===== src/rtl/sort_result_collector_pkg.sv =====
// Shared types and sizing for the sort result collector.
// Frame length, word width and the FSM state encoding live here.
package sort_result_collector_pkg;

   localparam int N       = 10;
   localparam int DW      = 32;
   localparam int AW      = $clog2(N);
   localparam int SW      = DW + AW + 1;
   localparam int MED_IDX = (N - 1) / 2;

   typedef logic signed [DW-1:0] word_t;
   typedef logic signed [SW-1:0] sum_t;
   typedef logic        [AW-1:0] addr_t;

   typedef enum logic [1:0] {
      IDLE    = 2'd0,
      CAPTURE = 2'd1,
      REPORT  = 2'd2,
      HOLD    = 2'd3
   } state_t;

   function automatic sum_t sext_word(input word_t w);
      return {{(SW - DW){w[DW-1]}}, w};
   endfunction

endpackage


===== src/rtl/sort_result_collector_if.sv =====
// Sorter-output / host read-back bundle for the result collector.
// Signal suffixes are from the collector's point of view.
interface sort_result_collector_if;
   import sort_result_collector_pkg::*;

   logic  ready_i;
   word_t data_i;
   addr_t rd_addr_i;
   word_t rd_data_o;
   logic  busy_o;
   logic  done_o;
   logic  sorted_ok_o;
   logic  frame_err_o;
   word_t min_o;
   word_t max_o;
   word_t median_o;
   sum_t  sum_o;
   addr_t dup_cnt_o;

   modport slave (
      input  ready_i, data_i, rd_addr_i,
      output rd_data_o, busy_o, done_o, sorted_ok_o, frame_err_o,
             min_o, max_o, median_o, sum_o, dup_cnt_o
   );

   modport master (
      output ready_i, data_i, rd_addr_i,
      input  rd_data_o, busy_o, done_o, sorted_ok_o, frame_err_o,
             min_o, max_o, median_o, sum_o, dup_cnt_o
   );

endinterface


===== src/rtl/sort_result_collector_frame_buffer.sv =====
// N-word register file holding the captured frame.
// One write port, a combinational host read port and a fixed median tap.
module sort_result_collector_frame_buffer
   import sort_result_collector_pkg::*;
(
   input  logic  clk,
   input  logic  rst_n,
   input  logic  we_i,
   input  addr_t wr_addr_i,
   input  word_t wr_data_i,
   input  addr_t rd_addr_i,
   output word_t rd_data_o,
   output word_t med_data_o
);

   word_t mem_w [N];

   generate
      for (genvar gi = 0; gi < N; gi++) begin : g_word
         word_t word_q;

         always_ff @(posedge clk or negedge rst_n) begin
            if (!rst_n) begin
               word_q <= '0;
            end else if (we_i && (wr_addr_i == addr_t'(gi))) begin
               word_q <= wr_data_i;
            end
         end

         assign mem_w[gi] = word_q;
      end
   endgenerate

   // Addresses past the last word read as zero rather than aliasing.
   assign rd_data_o  = (int'(rd_addr_i) < N) ? mem_w[rd_addr_i] : '0;
   assign med_data_o = mem_w[MED_IDX];

endmodule


===== src/rtl/sort_result_collector.sv =====
// Captures one sorted frame from the serial sorter, checks ordering and
// reports min/max/median/sum/duplicate statistics once the frame completes.
module sort_result_collector
   import sort_result_collector_pkg::*;
(
   input  logic                   clk,
   input  logic                   rst_n,
   sort_result_collector_if.slave bus
);

   localparam addr_t LAST_IDX = addr_t'(N - 1);

   state_t state_q;
   addr_t  idx_q;
   sum_t   sum_acc_q;
   word_t  prev_q;
   word_t  first_q;
   logic   ok_acc_q;
   addr_t  dup_acc_q;

   logic   busy_q;
   logic   done_q;
   logic   sorted_ok_q;
   logic   frame_err_q;
   word_t  min_q;
   word_t  max_q;
   word_t  median_q;
   sum_t   sum_q;
   addr_t  dup_q;

   logic   buf_we;
   addr_t  buf_addr;
   word_t  buf_med;

   always_comb begin
      buf_we   = 1'b0;
      buf_addr = '0;
      if (bus.ready_i) begin
         if (state_q == IDLE) begin
            buf_we = 1'b1;
         end else if (state_q == CAPTURE) begin
            buf_we   = 1'b1;
            buf_addr = idx_q;
         end
      end
   end

   sort_result_collector_frame_buffer u_buf (
      .clk        (clk),
      .rst_n      (rst_n),
      .we_i       (buf_we),
      .wr_addr_i  (buf_addr),
      .wr_data_i  (bus.data_i),
      .rd_addr_i  (bus.rd_addr_i),
      .rd_data_o  (bus.rd_data_o),
      .med_data_o (buf_med)
   );

   always_ff @(posedge clk or negedge rst_n) begin
      if (!rst_n) begin
         state_q     <= IDLE;
         idx_q       <= '0;
         sum_acc_q   <= '0;
         prev_q      <= '0;
         first_q     <= '0;
         ok_acc_q    <= 1'b0;
         dup_acc_q   <= '0;
         busy_q      <= 1'b0;
         done_q      <= 1'b0;
         sorted_ok_q <= 1'b0;
         frame_err_q <= 1'b0;
         min_q       <= '0;
         max_q       <= '0;
         median_q    <= '0;
         sum_q       <= '0;
         dup_q       <= '0;
      end else begin
         done_q <= 1'b0;
         case (state_q)
            IDLE: begin
               if (bus.ready_i) begin
                  state_q     <= CAPTURE;
                  busy_q      <= 1'b1;
                  idx_q       <= addr_t'(1);
                  sum_acc_q   <= sext_word(bus.data_i);
                  prev_q      <= bus.data_i;
                  first_q     <= bus.data_i;
                  ok_acc_q    <= 1'b1;
                  dup_acc_q   <= '0;
                  frame_err_q <= 1'b0;
               end
            end
            CAPTURE: begin
               if (bus.ready_i) begin
                  sum_acc_q <= sum_acc_q + sext_word(bus.data_i);
                  if (bus.data_i < prev_q) begin
                     ok_acc_q <= 1'b0;
                  end
                  if (bus.data_i == prev_q) begin
                     dup_acc_q <= dup_acc_q + 1'b1;
                  end
                  prev_q <= bus.data_i;
                  idx_q  <= idx_q + 1'b1;
                  if (idx_q == LAST_IDX) begin
                     state_q <= REPORT;
                     busy_q  <= 1'b0;
                  end
               end else begin
                  frame_err_q <= 1'b1;
                  busy_q      <= 1'b0;
                  state_q     <= IDLE;
               end
            end
            REPORT: begin
               min_q       <= first_q;
               max_q       <= prev_q;
               median_q    <= buf_med;
               sum_q       <= sum_acc_q;
               dup_q       <= dup_acc_q;
               sorted_ok_q <= ok_acc_q;
               done_q      <= 1'b1;
               // A low ready already seen here counts as the inter-frame gap.
               state_q     <= bus.ready_i ? HOLD : IDLE;
            end
            HOLD: begin
               if (!bus.ready_i) begin
                  state_q <= IDLE;
               end
            end
            default: state_q <= IDLE;
         endcase
      end
   end

   assign bus.busy_o      = busy_q;
   assign bus.done_o      = done_q;
   assign bus.sorted_ok_o = sorted_ok_q;
   assign bus.frame_err_o = frame_err_q;
   assign bus.min_o       = min_q;
   assign bus.max_o       = max_q;
   assign bus.median_o    = median_q;
   assign bus.sum_o       = sum_q;
   assign bus.dup_cnt_o   = dup_q;

endmodule

===== src/flat_wrapper.sv =====
// flat-port wrapper written by rule: the top's interface ports become plain ports
module sort_result_collector_flat import sort_result_collector_pkg::*;
  (clk, rst_n, bus_ready_i, bus_data_i, bus_rd_addr_i, bus_rd_data_o, bus_busy_o, bus_done_o, bus_sorted_ok_o, bus_frame_err_o, bus_min_o, bus_max_o, bus_median_o, bus_sum_o, bus_dup_cnt_o);
  sort_result_collector_if bus_i ();
  input  logic clk;
  input  logic rst_n;
  input wire logic [$bits(bus_i.ready_i)-1:0] bus_ready_i;
  input wire logic [$bits(bus_i.data_i)-1:0] bus_data_i;
  input wire logic [$bits(bus_i.rd_addr_i)-1:0] bus_rd_addr_i;
  output wire logic [$bits(bus_i.rd_data_o)-1:0] bus_rd_data_o;
  output wire logic [$bits(bus_i.busy_o)-1:0] bus_busy_o;
  output wire logic [$bits(bus_i.done_o)-1:0] bus_done_o;
  output wire logic [$bits(bus_i.sorted_ok_o)-1:0] bus_sorted_ok_o;
  output wire logic [$bits(bus_i.frame_err_o)-1:0] bus_frame_err_o;
  output wire logic [$bits(bus_i.min_o)-1:0] bus_min_o;
  output wire logic [$bits(bus_i.max_o)-1:0] bus_max_o;
  output wire logic [$bits(bus_i.median_o)-1:0] bus_median_o;
  output wire logic [$bits(bus_i.sum_o)-1:0] bus_sum_o;
  output wire logic [$bits(bus_i.dup_cnt_o)-1:0] bus_dup_cnt_o;
  assign bus_i.ready_i = bus_ready_i;
  assign bus_i.data_i = bus_data_i;
  assign bus_i.rd_addr_i = bus_rd_addr_i;
  assign bus_rd_data_o = bus_i.rd_data_o;
  assign bus_busy_o = bus_i.busy_o;
  assign bus_done_o = bus_i.done_o;
  assign bus_sorted_ok_o = bus_i.sorted_ok_o;
  assign bus_frame_err_o = bus_i.frame_err_o;
  assign bus_min_o = bus_i.min_o;
  assign bus_max_o = bus_i.max_o;
  assign bus_median_o = bus_i.median_o;
  assign bus_sum_o = bus_i.sum_o;
  assign bus_dup_cnt_o = bus_i.dup_cnt_o;
  sort_result_collector u_core (.clk(clk), .rst_n(rst_n), .bus(bus_i));
endmodule

===== config.mk =====
export PLATFORM = sky130hd
export DESIGN_NAME = sort_result_collector_flat
export DESIGN_NICKNAME = d
export VERILOG_FILES = /design/src/rtl/sort_result_collector_pkg.sv /design/src/rtl/sort_result_collector_if.sv /design/src/rtl/sort_result_collector_frame_buffer.sv /design/src/rtl/sort_result_collector.sv /design/src/flat_wrapper.sv
export SDC_FILE = /design/constraint.sdc
export NUM_CORES = 1
export LEC_CHECK = 0
export CELL_PAD_IN_SITES_DETAIL_PLACEMENT = 2
export CELL_PAD_IN_SITES_GLOBAL_PLACEMENT = 2
export CORE_AREA = 2 2 260 262
export CTS_CLUSTER_DIAMETER = 30
export DETAILED_ROUTE_END_ITERATION = 6
export DIE_AREA = 0 0 262 264
export PLACE_DENSITY = 0.91
export SYNTH_ARGS = -nofsm -noshare
export SYNTH_HDL_FRONTEND = slang
export SYNTH_SLANG_ARGS = --single-unit

===== constraint.sdc =====
create_clock -name clk -period 3.8 [get_ports clk]
set_input_delay 0.76 -clock clk [delete_from_list [all_inputs] [get_ports clk]]
set_output_delay 0.76 -clock clk [all_outputs]
set_load 0.005 [all_outputs]

## After elaboration in Yosys (flattened, before gate mapping)

Index checks and enable logic that the tools add are counted.

| word-level totals | value |
|---|---|
| output and inout bits | 173 |
| register bits | 573 |

| cells by class | value |
|---|---|
| eq/ne operators | 21 |
| $lt $le $gt $ge | 3 |
| reductions and logical operators | 22 |
| add/sub/neg operators | 3 |
| bitwise logic cells | 1 |
| muxes and demuxes | 37 |

Operators with widths:

| operator | number |
|---|---|
| $bmux 32 s4 | 1 |
| $mux 32 | 3 |
| $mux 37 | 2 |
| $pmux 37 s2 | 1 |
| $add 37x32->37 | 1 |
| $eq 32x32->1 | 1 |
| $lt 32x32->1 | 1 |
| $mux 4 | 8 |
| $eq 4x3->1 const B | 4 |
| $pmux 4 s2 | 2 |
| $eq 4x4->1 const B | 3 |
| $ne 2x2->1 const B | 6 |
| $reduce_and 3->1 | 4 |
| $mux 1 | 11 |
| $logic_and 1x1->1 | 10 |
| $mux 2 | 5 |
| $add 4x1->4 const B | 2 |
| $eq 4x2->1 const B | 2 |
| $pmux 2 s4 | 1 |
| $reduce_and 4->1 | 2 |
| $pmux 1 s2 | 3 |
| $ge 5x5->1 const B | 1 |
| $not 4->5 | 1 |
| $eq 2x2->1 const B | 2 |
| other kinds (9) | 10 |

## Longest topological paths before layout

| logic depth | value |
|---|---|
| depth after elaboration | 6 |
| mapped depth | 10 |
| gate-level depth less buffers | 10 |

## Hierarchy

A second synthesis with hierarchy kept.

| unflattened totals | value |
|---|---|
| cells, all modules | 2188 |
| area total of the unflattened synthesis | 27108.5 um2 |

By module, submodules not included:

| module | times used | area each (um2) | cells each | seq. area each (um2) |
|---|---|---|---|---|
| sort_result_collector_frame_buffer | 1 | 14631.5 | 1033 | 8007.7 |
| sort_result_collector | 1 | 12477.0 | 1155 | 6331.1 |

## Worst setup path before layout

OpenSTA, ideal clock, no wires.

| path | value |
|---|---|
| path type | in2out |
| from | input bus_rd_addr_i[0] |
| to | output bus_rd_data_o[23] |
| data arrival time | 2.476 ns |
| slack | 0.564 ns |
| cell stages on the path | 6 |
| path buffers | 3 |
| cell sequence | clkbuf_1 clkbuf_1 buf_2 mux4_2 nand2_1 a21oi_1 |

| on the way | value |
|---|---|
| word-level cells in the longest chain between the ends | 5 |
| elaborated cells between the ends (all ways) | 6 |
| those cells by class | 1 x order compare; 4 x mux; 1 x bitwise |

Ends and longest elaborated chain:

| what | RTL line | RTL |
|---|---|---|
| from (decl) | flat_wrapper.sv:9 | `input wire logic [$bits(bus_i.rd_addr_i)-1:0] bus_rd_addr_i;` |
| $not 4->5 (implied by the code) | sort_result_collector_frame_buffer.sv:35 | `assign rd_data_o = (int'(rd_addr_i) < N) ? mem_w[rd_addr_i] : '0;` |
| $bmux 32 s4 | sort_result_collector_frame_buffer.sv:35 |  |
| $mux 32 (implied by the code) (2 in series) | sort_result_collector_frame_buffer.sv:35 |  |
| $mux 32 * | sort_result_collector_frame_buffer.sv:35 |  |
| to (decl) | flat_wrapper.sv:10 | `output wire logic [$bits(bus_i.rd_data_o)-1:0] bus_rd_data_o;` |

Every way passes the cells marked *; elsewhere a longest branch is shown, timed or not. The select of a mux whose other input is x is not followed.

## Final worst setup path

| path | value |
|---|---|
| from | input bus_rd_addr_i[0] |
| to | output bus_rd_data_o[0] |

The elaborated chain is that of the path after synthesis.

==> metrics.md <==
| Metric | Value |
|---|---|
| Status | finished, final reports clean |
| Crit path largest cell delay | 570 ps |
| Tmin final | 3750 ps |
| Vias in the first global route | 24500 |
| R2R depth | 10 |
| Slew of the pin with the lowest slew margin | 1040 ps |
| Initial Util | 40.5% |
| Commonest cells in the netlist | 573 x dfrtp_1, 508 x mux2_2, 135 x nand2_1 |
| Crit path max-delay cell type | mux4_2 |
| WL per Instance | 35.2 µm |
| Total number of vias | 20800 |
| Ys async rst share | 100% |
| Top cell type's share of synthesized area | 53.2% |
| Sequential share of the synthesized area | 53.2% |
| Final setup violating endpoints | 0 |
| Vias per Instance | 6.19 |
| CP Launch Type | input port |
| Sequential Area | 14300 µm² |
| Clk slew on worst S/H paths | 40 ps |
| Post-synth top flop | dfrtp_1 |
| Power Density | 895 nW/µm² |
| Nets | 2494 |
| DP Area | 30700 µm² |
| Row Count | 95 |
| FMAX | 267 MHz |
| RePlAce Congestion | 0.875 |
| Largest net degree at the start of global routing | 92 |
| Synth Register Bits | 573 |
| GRT Residual Overflow | 0 |
| # DRC | 0 |
| Worst setup path endpoint | bus_rd_data_o[0] |
| I/O pin cnt | 212 |
| Die area | 69200 µm² |
| Max capacitance violation total | 0 |
| Total CTS buffers | 134 |
| Clock tree buffer depth | 3 |
| Relative slew slack | 29.6% |
| Multi-input gate area | 11900 µm² |
| Cell variety after synth | 70 |
| Syn Area/Cell | 13.0 µm² |
| Mapped Cells | 2069 |
| Clock sinks | 573 |
| Worst setup EP type | output pin |
| RR Endpoint | u_core.sum_acc_q[32] |
| Syn Std Cell Area | 27000 µm² |
| Die Height | 264 µm |
| CP max FO | 18 |
| GR Util All Layers | 34.9% |
| Clock Skews | 28.8 ps |
| DRT Pass-1 Iters | 6 |
| Slew Viols, Final | 0 |
| Initial antenna violation count | 2 |
| DP HPWL | 64200 µm |
| Layout area overhead | 31.1% |
| Synth top area cells | dfrtp_1 53%, mux2_2 21%, mux4_2 5.3%, ha_1 3.3%, nand2_1 1.9% |
| Reg2Reg Setup Slack | 360 ps |
| Critical path origin | bus_rd_addr_i[0] |
| Leading area contributor after synthesis | dfrtp_1 |
| Total Wirelength | 119000 µm |
| Max VDD drop | 0.512 mV |
| Chip width | 262 µm |
| Post-CTS sizing | 3 |
| H-Tree Depth | 4 |
| Worst endpoint data arrival time | 2990 ps |
| RSZ-0062 raised after global routing | no |
| Initial DRC Count | 1548 |
| Final worst path period share | 98.7% |
| Core area | 66600 µm² |
| Critical Path, Cell by Cell | buf_4 > buf_12 > mux4_2 > a221oi_2 > a21oi_1 > clkdlybuf4s50_1 |
| Filler cells | 6074 |
| Critical path type | input port to output pin |
| Leak pwr | 0.0160 µW |
| Synth warn | 0 |
| CTS tree | built |
| Final instance area | 35400 µm² |
| Post-synth EDFFs | 0 |
| Final Hold Fails | 0 |
| Post-route ant nets | 0 |
| Share of layout cells above drive strength 1 | 37.9% |
| Critical Path RT | 3040 ps |
| Clk Latency, worst-skew pair | 710 ps |
| Hold Path Class | input port to asynchronous set/reset pin |
| Most frequent cell after synthesis | dfrtp_1 |
| Origin of the critical flop-to-flop path | u_core.sum_acc_q[0] |
| Post-CTS Setup Bufs | 0 |
| First-pass GRT wire length | 177000 µm |
| IO Port Bufs | 211 |
| Syn nets | 2180 |
| Hold buffers post-CTS | 0 |
| Root Buffer | clkbuf_16 |
| Final Util | 53.1% |
flip-flops by register name, summed over array words and instances (netlist names), 2 cells and up:
| signal | flops |
|---|---|
| u_core.u_buf.g_word.word_q | 288 |
| u_core.bus.sum_o | 37 |
| u_core.sum_acc_q | 37 |
| u_core.bus.max_o | 32 |
| u_core.bus.median_o | 32 |
| u_core.bus.min_o | 32 |
| u_core.first_q | 32 |
| u_core.prev_q | 32 |
| u_core.u_buf.med_data_o | 32 |
| u_core.bus.dup_cnt_o | 4 |
| u_core.dup_acc_q | 4 |
| u_core.idx_q | 4 |
| u_core.state_q | 2 |
cell families (layout without fill, tap and decap cells):
family          after synthesis  in the layout  share of synthesized area [%]
compound gates              341            341                           7.89
xor+xnor                     26             26                          0.844
fa+ha+maj                    72             72                           3.37
buf+inv                     201            624                           2.98
flops                       573            573                           53.2
mux                         588            588                           27.2
other cells                   0              1                              0
simple gates                268            268                           4.61
per-stage QoR:
| stage | setup WS [ps] | instances | total power (µW) | setup TNS, ps | hold WS (ps) |
|---|---|---|---|---|---|
| global route | 0.760 | 3366 | 32700 | 0 | 105 |
| finish | 48.4 | 3366 | 31700 | 0 | 89.6 |
| floorplan | 564 | 2069 | 14200 | 0 | 444 |
| global placement | -108 | 3120 | 17200 | -211 | 455 |
| CTS | 18.1 | 3365 | 31600 | 0 | 76.8 |
| detailed placement | -143 | 3120 | 18400 | -328 | 489 |
cell type report:
| type | count | area share, % |
|---|---|---|
| flip-flops and latches | 573 | 40.5 |
| repair buffers | 331 | 9.11 |
| multi-input cells | 1295 | 33.7 |
| clock inverters | 65 | 2.29 |
| inverters | 48 | 0.509 |
| clock buffers | 180 | 10.8 |
| diodes | 1 | 0.00707 |
| well taps | 873 | 3.09 |
worst min-delay path by stage:
stage / startpoint / end / slack (ps) / depth (start not counted)
final: rst_n / u_core.bus.min_o[8] / 90 / 1
after global routing: rst_n / u_core.first_q[8] / 110 / 1
after CTS: rst_n / u_core.u_buf.g_word[2].word_q[9] / 80 / 1
after detailed placement: u_core.u_buf.g_word[1].word_q[0] / u_core.u_buf.g_word[1].word_q[0] / 490 / 2
after global placement: u_core.u_buf.g_word[9].word_q[0] / u_core.u_buf.g_word[9].word_q[0] / 460 / 2
after floorplan: u_core.u_buf.g_word[9].word_q[0] / u_core.u_buf.g_word[9].word_q[0] / 440 / 2
cells in the final DEF (no fill, tap or decap), types with 24 or more instances in the layout:
cell type and n:
clkbuf_8 26, dfrtp_1 573, clkinv_2 24, clkdlybuf4s50_1 207, mux4_2 64, ha_1 71, clkbuf_16 135, buf_4 103
o21ai_0 100, a21oi_1 100, a21o_1 29, inv_1 46, a221oi_1 27, mux2_2 508, nand2_1 135, nor2_1 37
layer usage:
metal | part of all wire [%] | GRT usage (%)
met1 | 38 | 40.6
met2 | 52 | 60.6
met3 | 5.3 | 6.73
met4 | 4.9 | 18.1
met5 | 0.011 | 0
power by group:
group | internal (µW) | total [µW] | switching (µW) | leakage, µW
logic | 4600 | 9110 | 4510 | 0.00644
registers | 8420 | 10500 | 2070 | 0.00732
clock network | 8030 | 12100 | 4030 | 0.00225
critical path, delay by kind of cell:
| family | cells | cell delay [ps] |
|---|---|---|
| multiplexers | 1 | 570 |
| AO/OA/AOI/OAI | 2 | 610 |
| buffers and inverters | 3 | 1030 |
No activity file was read; power rests on OpenSTA's default activity.
